===== config.mk =====
export PLATFORM = sky130hd
export DESIGN_NAME = pipe_reg_chain
export DESIGN_NICKNAME = d
export VERILOG_FILES = /design/src/rtl/pipe_pkg.sv /design/src/rtl/pipe_stage.sv /design/src/rtl/pipe_reg_chain.sv
export SDC_FILE = /design/constraint.sdc
export NUM_CORES = 1
export LEC_CHECK = 0
export BUFFER_PORTS_ARGS = -buffer_cell sky130_fd_sc_hd__buf_2
export CAP_MARGIN = 10
export CORE_MARGIN = 2
export CORE_UTILIZATION = 35
export CTS_BUF_LIST = sky130_fd_sc_hd__clkbuf_16
export CTS_CLUSTER_DIAMETER = 80
export DETAILED_ROUTE_END_ITERATION = 6
export GPL_TIMING_DRIVEN = 0
export PLACE_DENSITY = 0.59
export REMOVE_ABC_BUFFERS = 1
export SYNTH_ARGS = -nofsm -noshare
export SYNTH_HDL_FRONTEND = slang
export SYNTH_SLANG_ARGS = --single-unit

===== constraint.sdc =====
create_clock -name C -period 5.2 [get_ports C]
set_input_delay 1.04 -clock C [delete_from_list [all_inputs] [get_ports C]]
set_output_delay 1.04 -clock C [all_outputs]
set_load 0.02 [all_outputs]

===== src/rtl/pipe_pkg.sv =====
// Shared defaults and helpers for the pipe register chain.
package pipe_pkg;

  localparam int unsigned PIPE_N_DEF     = 16;
  localparam int unsigned PIPE_DEPTH_DEF = 4;

  // Bits needed to hold an occupancy count of 0..depth inclusive.
  function automatic int unsigned count_w(input int unsigned depth);
    return $clog2(depth + 1);
  endfunction

endpackage


===== src/rtl/pipe_stage.sv =====
// One register stage of the chain: N-bit payload plus valid flag.
module pipe_stage
  import pipe_pkg::*;
#(
  parameter int unsigned N = PIPE_N_DEF
) (
  input  logic         clk_i,
  input  logic         clear_i,
  input  logic         load_i,
  input  logic         flush_i,
  input  logic [N-1:0] data_i,
  input  logic         valid_i,
  output logic [N-1:0] data_o,
  output logic         valid_o
);

  logic [N-1:0] data_q, data_d;
  logic         valid_q, valid_d;

  // Payload only moves with a valid token so empty stages keep their last value.
  always_comb begin
    data_d  = data_q;
    valid_d = valid_q;
    if (flush_i) begin
      valid_d = 1'b0;
    end else if (load_i) begin
      valid_d = valid_i;
      if (valid_i) begin
        data_d = data_i;
      end
    end
  end

  always_ff @(posedge clk_i) begin
    if (clear_i) begin
      data_q  <= '0;
      valid_q <= 1'b0;
    end else begin
      data_q  <= data_d;
      valid_q <= valid_d;
    end
  end

  assign data_o  = data_q;
  assign valid_o = valid_q;

endmodule


===== src/rtl/pipe_reg_chain.sv =====
// Elastic register chain with bubble-collapsing ready propagation,
// chain enable, flush and occupancy count.
module pipe_reg_chain
  import pipe_pkg::*;
#(
  parameter int unsigned N     = PIPE_N_DEF,
  parameter int unsigned DEPTH = PIPE_DEPTH_DEF
) (
  input  logic                        C,
  input  logic                        CLR,
  input  logic                        CE,
  input  logic                        FLUSH,
  input  logic [N-1:0]                D,
  input  logic                        D_VALID,
  output logic                        D_READY,
  output logic [N-1:0]                O,
  output logic                        O_VALID,
  input  logic                        O_READY,
  output logic [count_w(DEPTH)-1:0]   COUNT
);

  localparam int unsigned CW = count_w(DEPTH);

  logic [N-1:0] data [DEPTH];
  logic [DEPTH-1:0] valid;
  logic [DEPTH:0]   rdy;

  // A stage may load when it is empty or its occupant moves on, so empty
  // stages upstream of a stalled tail keep filling.
  always_comb begin
    rdy        = '0;
    rdy[DEPTH] = O_READY;
    for (int i = int'(DEPTH) - 1; i >= 0; i--) begin
      rdy[i] = !valid[i] | rdy[i+1];
    end
  end

  for (genvar g = 0; g < DEPTH; g++) begin : g_stage
    logic [N-1:0] din;
    logic         vin;

    if (g == 0) begin : g_head
      assign din = D;
      assign vin = D_VALID;
    end else begin : g_body
      assign din = data[g-1];
      assign vin = valid[g-1];
    end

    pipe_stage #(
      .N(N)
    ) u_stage (
      .clk_i  (C),
      .clear_i(CLR),
      .load_i (CE & rdy[g]),
      .flush_i(FLUSH),
      .data_i (din),
      .valid_i(vin),
      .data_o (data[g]),
      .valid_o(valid[g])
    );
  end

  always_comb begin
    COUNT = '0;
    for (int unsigned i = 0; i < DEPTH; i++) begin
      COUNT = COUNT + CW'(valid[i]);
    end
  end

  assign D_READY = CE & !FLUSH & rdy[0];
  assign O_VALID = CE & valid[DEPTH-1];
  assign O       = data[DEPTH-1];

endmodule


; Yosys cells after proc, flatten, opt, wreduce, memory -nomap -nowiden
; Index checks and enable logic that the tools add are counted.
[totals]
ram_bits = 0
romBits = 0
word_cells = 33
n_memories = 0
input_bits = 22
latchBits = 0
out_inout_bits = 21
reg_bits = 68
[op_classes]
addsub = 3
div_mod_pow = 0
shift = 0
n_bitwise = 12
eq_ne = 0
mul = 0
magnitude_cmp = 0
n_mux = 0
n_reduce_logical = 10
[op_table]
columns = cell, count
row1 = 3-bit AND reduction, 4
row2 = 1-bit AND, 7
row3 = 1-bit logical NOT, 5
row4 = 1-bit bitwise OR, 4
row5 = 2-bit by 1-bit adder with 3-bit output, 1
row6 = 3-bit by 1-bit adder with 3-bit output, 1
row7 = 1-bit by 1-bit adder with 2-bit output, 1
row8 = 2-bit OR reduction, 1
row9 = 1-bit NOT, 1

; Longest topological paths before layout
; Gate-level depths: netlist (run 1).
[depth]
depth_word = 7
mapped_depth = 6
ltp_nobuf = 5

; Modules after synthesis
; From an unflattened synthesis (run 1), not the netlist that was laid out.
[unflattened]
cells_unflattened = 309
hier_area_um2 = 3204.3
[by_module_without_submodules]
columns = mod, area_each_um2, instances, cells_per_inst
row1 = pipe_stage, 767.0, 4, 73
row2 = pipe_reg_chain, 136.4, 1, 17

; Worst setup path before layout (run 1)
; No wires, ideal clock.
[synth_timing]
path_kind = input -> output
startpoint = input port O_READY
endpoint = output port D_READY
path_buffers = 2
cell_stages = 4
arrival_time_ns = 2.104
setup_slack_ns = 2.056
cell_sequence = and4b_1 > buf_6 > clkbuf_1 > a211oi_1
[synth_between]
elab_chain_cells = 5
[synth_rtl]
columns = element, line_no
row1 = start: declaration, pipe_reg_chain.sv:18  ; input logic O_READY,
row2 = 1-bit bitwise OR (4 in series), pipe_reg_chain.sv:34  ; rdy[i] = !valid[i] | rdy[i+1];
row3 = 1-bit AND, pipe_reg_chain.sv:71  ; assign D_READY = CE & !FLUSH & rdy[0];
row4 = end: declaration, pipe_reg_chain.sv:15  ; output logic D_READY,
; Every way passes these cells.

; Final worst setup path (run 1)
; Same ends and word-level chain as after synthesis.

==> results of run 1 <==
state kept, by name (all words and copies together) (netlist names):
name                     count
g_stage.u_stage.data_o      64
g_stage.u_stage.valid_o      4
area by class of cell:
type	count	area, um^2
multi-input combinational	223	1320
sequential	68	1360
tap	102	128
timing repair buffer	43	230
clock inverter	7	58.8
fill	826	4470
clock buffer	9	225
inverter	6	22.5
synthesized netlist by cell type:
master / n
clkbuf_1: 26
a22oi_1: 1
nand4b_1: 1
a211oi_1: 1
buf_8: 1
a21oi_1: 51
o21ai_0: 51
fa_1: 1
nand2_1: 4
or2_2: 1
buf_2: 2
ha_1: 2
dfxtp_1: 68
nand3_1: 48
mux2i_1: 16
nor2b_1: 1
nor2_1: 2
and3b_1: 4
nand2b_1: 33
nand3b_1: 4
and4b_1: 1
a211oi_4: 1
inv_1: 6
buf_6: 2
kinds of logic (layout without fill, tap and decap cells):
kind of cell / count (synthesis) / after routing / share of synthesized area, %
AOI/OAI and AO/OA: 105 / 105 / 19.2
and+or+nand+nor: 99 / 99 / 19.9
DFF: 68 / 68 / 47.8
buffers and inverters: 37 / 65 / 5.89
muxes: 16 / 16 / 5.63
adders and majority gates: 3 / 3 / 1.58
per-layer routing:
| metal | vias to the layer above | global-route usage [%] |
|---|---|---|
| li1 | 1195 | - |
| met1 | 1007 | 20.4 |
| met2 | 51 | 20.0 |
| met3 | 12 | 2.49 |
| met4 | 0 | 7.97 |
| met5 | - | 0 |
final timing paths:
check / slack, ns / end
worst max-delay path: 1.98 / D_READY
worst min-delay path: 0.46 / g_stage[2].u_stage.data_o[14]$_SDFFE_PP0P_
worst max register to register: 3.06 / g_stage[0].u_stage.data_o[5]$_SDFFE_PP0P_
worst min register to register: 0.46 / g_stage[2].u_stage.data_o[14]$_SDFFE_PP0P_
power groups by stage:
| stage | logic [mW] | registers, mW | clock network [mW] |
|---|---|---|---|
| 2_1_floorplan | 0.0194 | 0.539 | 0 |
| 3_3_place_gp | 0.0402 | 0.540 | 0 |
| 3_5_place_dp | 0.0405 | 0.540 | 0 |
| 4_1_cts | 0.0406 | 0.529 | 0.583 |
| 5_1_grt | 0.0465 | 0.530 | 0.607 |
| 6_report | 0.0417 | 0.529 | 0.571 |
worst min-delay path: stages (launching register included):
cell,delay [ns]
dfxtp_1,0.30
nand3_1,0.06
a21oi_1,0.05
==> flow_metrics.env, run 1 <==
export IMPL_antenna_left=0
export IMPL_yosysWarnings=0
export IMPL_drtPass1Iterations=4
export IMPL_cp_num_buf_inv=2
export IMPL_r2r_start="g_stage[2].u_stage.valid_o$_SDFFE_PP0P_"
export IMPL_power_leakage_nw=1.21
export IMPL_layout_common_cells="dfxtp_1 (68), o21ai_0 (51), a21oi_1 (51)"
export IMPL_final_hold_violation_count=0
export IMPL_crit_start="O_READY"
export IMPL_finalCriticalPeriod_ns=3.22
export IMPL_startpoint_type="input port"
export IMPL_worstPathRequired_ns=4.16
export IMPL_r2r_cells=3
export IMPL_synthesis_area_um2=2850
export IMPL_grt_pass1_vias=2118
export IMPL_place_ws_ns=1.97
export IMPL_synth_top_area_share_pct=47.8
export IMPL_crit_arrival_ns=2.18
export IMPL_p_int_mw=0.909
export IMPL_routed_wl_met3_um=216
export IMPL_cts_buffers=9
export IMPL_path_class="input port to primary output"
export IMPL_vdd_drop_max_uv=170
export IMPL_finalInstanceArea_um2=3340
export IMPL_portBuffers=42
export IMPL_cts_tree="done"
export IMPL_fin_crit_sh_pct=61.9
export IMPL_place_hpwl_mm=3.62
export IMPL_hold_slack_ns=0.458
export IMPL_critPathMaxFanout=19
export IMPL_placementRows=32
export IMPL_placedInstanceArea_um2=3040
export IMPL_path_depth=4
export IMPL_fin_util_pct=42.8
export IMPL_final_nets=376
export IMPL_die_w_um=94.2
export IMPL_hold_path_class="register to register"
export IMPL_route_vias_total=2265
export IMPL_path_common_cell="buf_2"
export IMPL_crit_path_cell_trace="buf_2 > and4b_1 > a211oi_1 > buf_2"
export IMPL_pin_count=43
export IMPL_critical_path_top_delay_family="simple AND/OR/NAND/NOR gates"
export IMPL_vias_per_cell=4.95
export IMPL_ys_seq_area_share_pct=47.8
export IMPL_cts_buffer_depth=2
export IMPL_die_h_um=94.2
export IMPL_routedWlPerCell_um=12.5
export IMPL_drt_iter0_markers=100
export IMPL_cts_root_buffer="clkbuf_16"
export IMPL_clkSinkCount=68
export IMPL_top_layer_used="met4"
export IMPL_p_per_area_nw_per_um2=342
export IMPL_finalSetupViolations=0
export IMPL_drc=0
export IMPL_hold_path_cell_count=2
export IMPL_antenna_found_initial=0
export IMPL_syn_inst=328
export IMPL_status="finished clean"
export IMPL_maxSlewViolCount=0
export IMPL_fin_setup_tns_ns=0
export IMPL_clkPwrFrac_pct=50.0
export IMPL_core_area_um2=7810
export IMPL_area_delta_synth_final_pct=17.5
export IMPL_hp_start="g_stage[1].u_stage.data_o[14]$_SDFFE_PP0P_"
export IMPL_max_cap_viol_count=0
export IMPL_swShare_pct=20.4
export IMPL_synth_distinct_cells=24
export IMPL_htreeDepth=3
export IMPL_total_power_mw=1.14
export IMPL_cts_hold_buf=0
export IMPL_grt_max_degree=82
export IMPL_combPwrFrac_pct=3.6
export IMPL_max_freq_mhz=311
export IMPL_critPathSlowestCell="and4b_1"
export IMPL_clk_latency_ns=0.32
export IMPL_crit_path_end_kind="primary output"
export IMPL_post_cts_resized=0
export IMPL_wl_met2_mm=2.41
export IMPL_fin_cells=458
export IMPL_seqPwrFrac_pct=46.4
export IMPL_grt_overflow_total=0
export IMPL_critPathMaxStageDelay_ns=0.65
export IMPL_die_area_um2=8870
export IMPL_drive_above_1_share_pct=16.3
export IMPL_dp_cells=441
export IMPL_synthTopCellsByArea="dfxtp_1 (48%), a21oi_1 (9.0%), o21ai_0 (9.0%)"
export IMPL_gp_congestion=0.723
export IMPL_num_antenna_cells=0
export IMPL_wl_met1_mm=2.97
export IMPL_worst_clock_skew_ns=0.00286
export IMPL_rsz0062_at_grt="no"
export IMPL_timing_final_ws_setup_ns=1.98
export IMPL_start_util_pct=36.4
export IMPL_syn_avg_cell_area_um2=8.67
export IMPL_switchingPower_mw=0.233
export IMPL_post_cts_buffers=0
export IMPL_grtUsageTotal_pct=14.2
export IMPL_grt_pass1_wl_mm=10.0
export IMPL_synth_top_area_cell="dfxtp_1"
export IMPL_tightestPinTransition_ns=1.06
export IMPL_synth_seq_cells=68
export IMPL_wl_mm=5.73
export IMPL_slew_headroom_pct=28.9
export IMPL_final_common_cell="dfxtp_1"
export IMPL_clk_pin_slew_ns=0.05
(Power assumes the default switching activity.)
==> run 2: changes to the inputs <==
--- a/config.mk
+++ b/config.mk
@@ -13,7 +13,7 @@
 export CTS_CLUSTER_DIAMETER = 80
 export DETAILED_ROUTE_END_ITERATION = 6
 export GPL_TIMING_DRIVEN = 0
-export PLACE_DENSITY = 0.59
+export PLACE_DENSITY = 0.61
 export REMOVE_ABC_BUFFERS = 1
 export SYNTH_ARGS = -nofsm -noshare
 export SYNTH_HDL_FRONTEND = slang
==> constraint.sdc (replaced) <==
create_clock -name C -period 2.64 [get_ports C]
set_input_delay 0.528 -clock C [delete_from_list [all_inputs] [get_ports C]]
set_output_delay 0.528 -clock C [all_outputs]
set_load 0.02 [all_outputs]
==> run 2 against run 1 <==
Net effect: total power is 96% higher; routed wire length is 0.16% lower; sequential share of layout area hardly changed; die area stayed put; worst setup slack worse by 1.9 ns; first-iteration DRC count is 30% higher; clock skew is 0.0015 ns higher.
==> flow_metrics.env, run 2 (synthesis results as in run 1) <==
export IMPL_fill_cells=815
export IMPL_rsz0062_at_grt="no"
export IMPL_drc=0
export IMPL_placementRows=32
export IMPL_clk_latency_ns=0.32
export IMPL_place_hpwl_mm=3.72
export IMPL_clkSinkCount=68
export IMPL_drtPass1Iterations=4
export IMPL_switchingPower_mw=0.451
export IMPL_post_cts_buffers=0
export IMPL_area_delta_synth_final_pct=17.5
export IMPL_die_h_um=94.2
export IMPL_worstPathRequired_ns=2.11
export IMPL_final_hold_violation_count=0
export IMPL_worst_clock_skew_ns=0.00436
export IMPL_core_area_um2=7810
export IMPL_antenna_found_initial=0
export IMPL_grtUsageTotal_pct=14.5
export IMPL_htreeDepth=3
export IMPL_vias_per_cell=4.92
export IMPL_layout_common_cells="dfxtp_1 (67), o21ai_0 (51), a21oi_1 (51)"
export IMPL_wl_mm=5.72
export IMPL_fin_util_pct=42.8
export IMPL_critPathMaxFanout=8
export IMPL_multiInputGateArea_um2=1320
export IMPL_grt_max_degree=82
export IMPL_path_class="register to primary output"
export IMPL_start_util_pct=36.4
export IMPL_fin_setup_tns_ns=0
export IMPL_tightestPinTransition_ns=1.06
export IMPL_p_per_area_nw_per_um2=671
export IMPL_combPwrFrac_pct=3.7
export IMPL_seq_area_um2=1360
export IMPL_antenna_left=0
export IMPL_drt_iter0_markers=130
export IMPL_swShare_pct=20.1
export IMPL_fin_crit_sh_pct=97.1
export IMPL_power_leakage_nw=1.21
export IMPL_routedWlPerCell_um=12.5
export IMPL_total_power_mw=2.24
export IMPL_dp_cells=441
export IMPL_num_antenna_cells=0
export IMPL_hold_path_cell_count=3
export IMPL_maxSlewViolCount=0
export IMPL_r2r_cells=3
export IMPL_place_ws_ns=0.185
export IMPL_startpoint_type="register"
export IMPL_largest_reg_flops=64
export IMPL_gp_congestion=0.717
export IMPL_p_int_mw=1.79
export IMPL_seqPwrFrac_pct=46.5
export IMPL_clkPwrFrac_pct=49.8
export IMPL_status="finished clean"
export IMPL_pin_count=43
export IMPL_drive_above_1_share_pct=16.6
export IMPL_cts_buffers=9
export IMPL_grt_overflow_total=0
export IMPL_hold_path_class="input port to register"
export IMPL_route_vias_total=2254
export IMPL_die_area_um2=8870
export IMPL_vdd_drop_max_uv=325
export IMPL_final_common_cell="dfxtp_1"
export IMPL_fin_cells=458
export IMPL_grt_pass1_vias=2174
export IMPL_crit_arrival_ns=2.04
export IMPL_final_nets=376
export IMPL_slew_headroom_pct=29.3
export IMPL_clk_pin_slew_ns=0.05
export IMPL_max_freq_mhz=390
export IMPL_cts_tree="done"
export IMPL_max_cap_viol_count=0
export IMPL_cts_buffer_depth=2
export IMPL_crit_path_end_kind="primary output"
export IMPL_cts_root_buffer="clkbuf_16"
export IMPL_finalSetupViolations=0
export IMPL_portBuffers=42
export IMPL_die_w_um=94.2
export IMPL_timing_final_ws_setup_ns=0.0755
export IMPL_finalCriticalPeriod_ns=2.56
export IMPL_grt_pass1_wl_mm=10.3
==> run 2: layer usage <==
metal	part of all wire, %	vias up	GRT usage [%]	wire [um]
met5	0	-	0	0
met4	1.9	0	7.25	111
met3	4.6	10	3.05	264
met2	43	56	21.3	2430
met1	51	998	19.9	2910
li1	-	1190	-	-
==> run 2: final timing paths <==
kind | start | end | slack (ns)
max | g_stage[3].u_stage.valid_o$_SDFFE_PP0P_ | COUNT[1] | 0.08
min | D[13] | g_stage[0].u_stage.data_o[13]$_SDFFE_PP0P_ | 0.46
max reg2reg | g_stage[3].u_stage.valid_o$_SDFFE_PP0P_ | g_stage[0].u_stage.data_o[0]$_SDFFE_PP0P_ | 0.48
min reg2reg | g_stage[2].u_stage.data_o[12]$_SDFFE_PP0P_ | g_stage[3].u_stage.data_o[12]$_SDFFE_PP0P_ | 0.46
==> run 2: timing repair <==
item	in CTS	in global routing
setup endpoints to repair	0	1
hold buffers	0	0
resized for setup	0	1
==> run 2: area by class of cell <==
type                            count  area share [%]
Timing Repair Buffer               43            6.89
Sequential cell                    68            40.8
Tap cell                          102            3.82
Clock inverter                      7            1.76
Clock buffer                        9            6.74
Multi-Input combinational cell    223            39.4
Inverter                            6           0.674
==> run 2: worst max-delay path: stages, from the launching register on <==
cell	delay, ns
dfxtp_1	0.47
inv_1	0.12
fa_1	0.49
inv_1	0.04
ha_1	0.17
ha_1	0.26
buf_2	0.16
==> run 2: per-stage QoR <==
stage	cell area, um^2	hold slack (ns)
after CTS	3320	0.455
after floorplan	2700	0.434
after global placement	3040	0.449
after global routing	3340	0.463
final	3340	0.458
after detailed placement	3040	0.456
==> run 2: power by group through the flow <==
stage / registers (mW) / logic [mW] / clock network, mW
finish: 1.04 / 0.0820 / 1.12
global route: 1.04 / 0.0923 / 1.20
CTS: 1.04 / 0.0798 / 1.15
detailed placement: 1.06 / 0.0795 / 0
global placement: 1.06 / 0.0787 / 0
floorplan: 1.06 / 0.0381 / 0
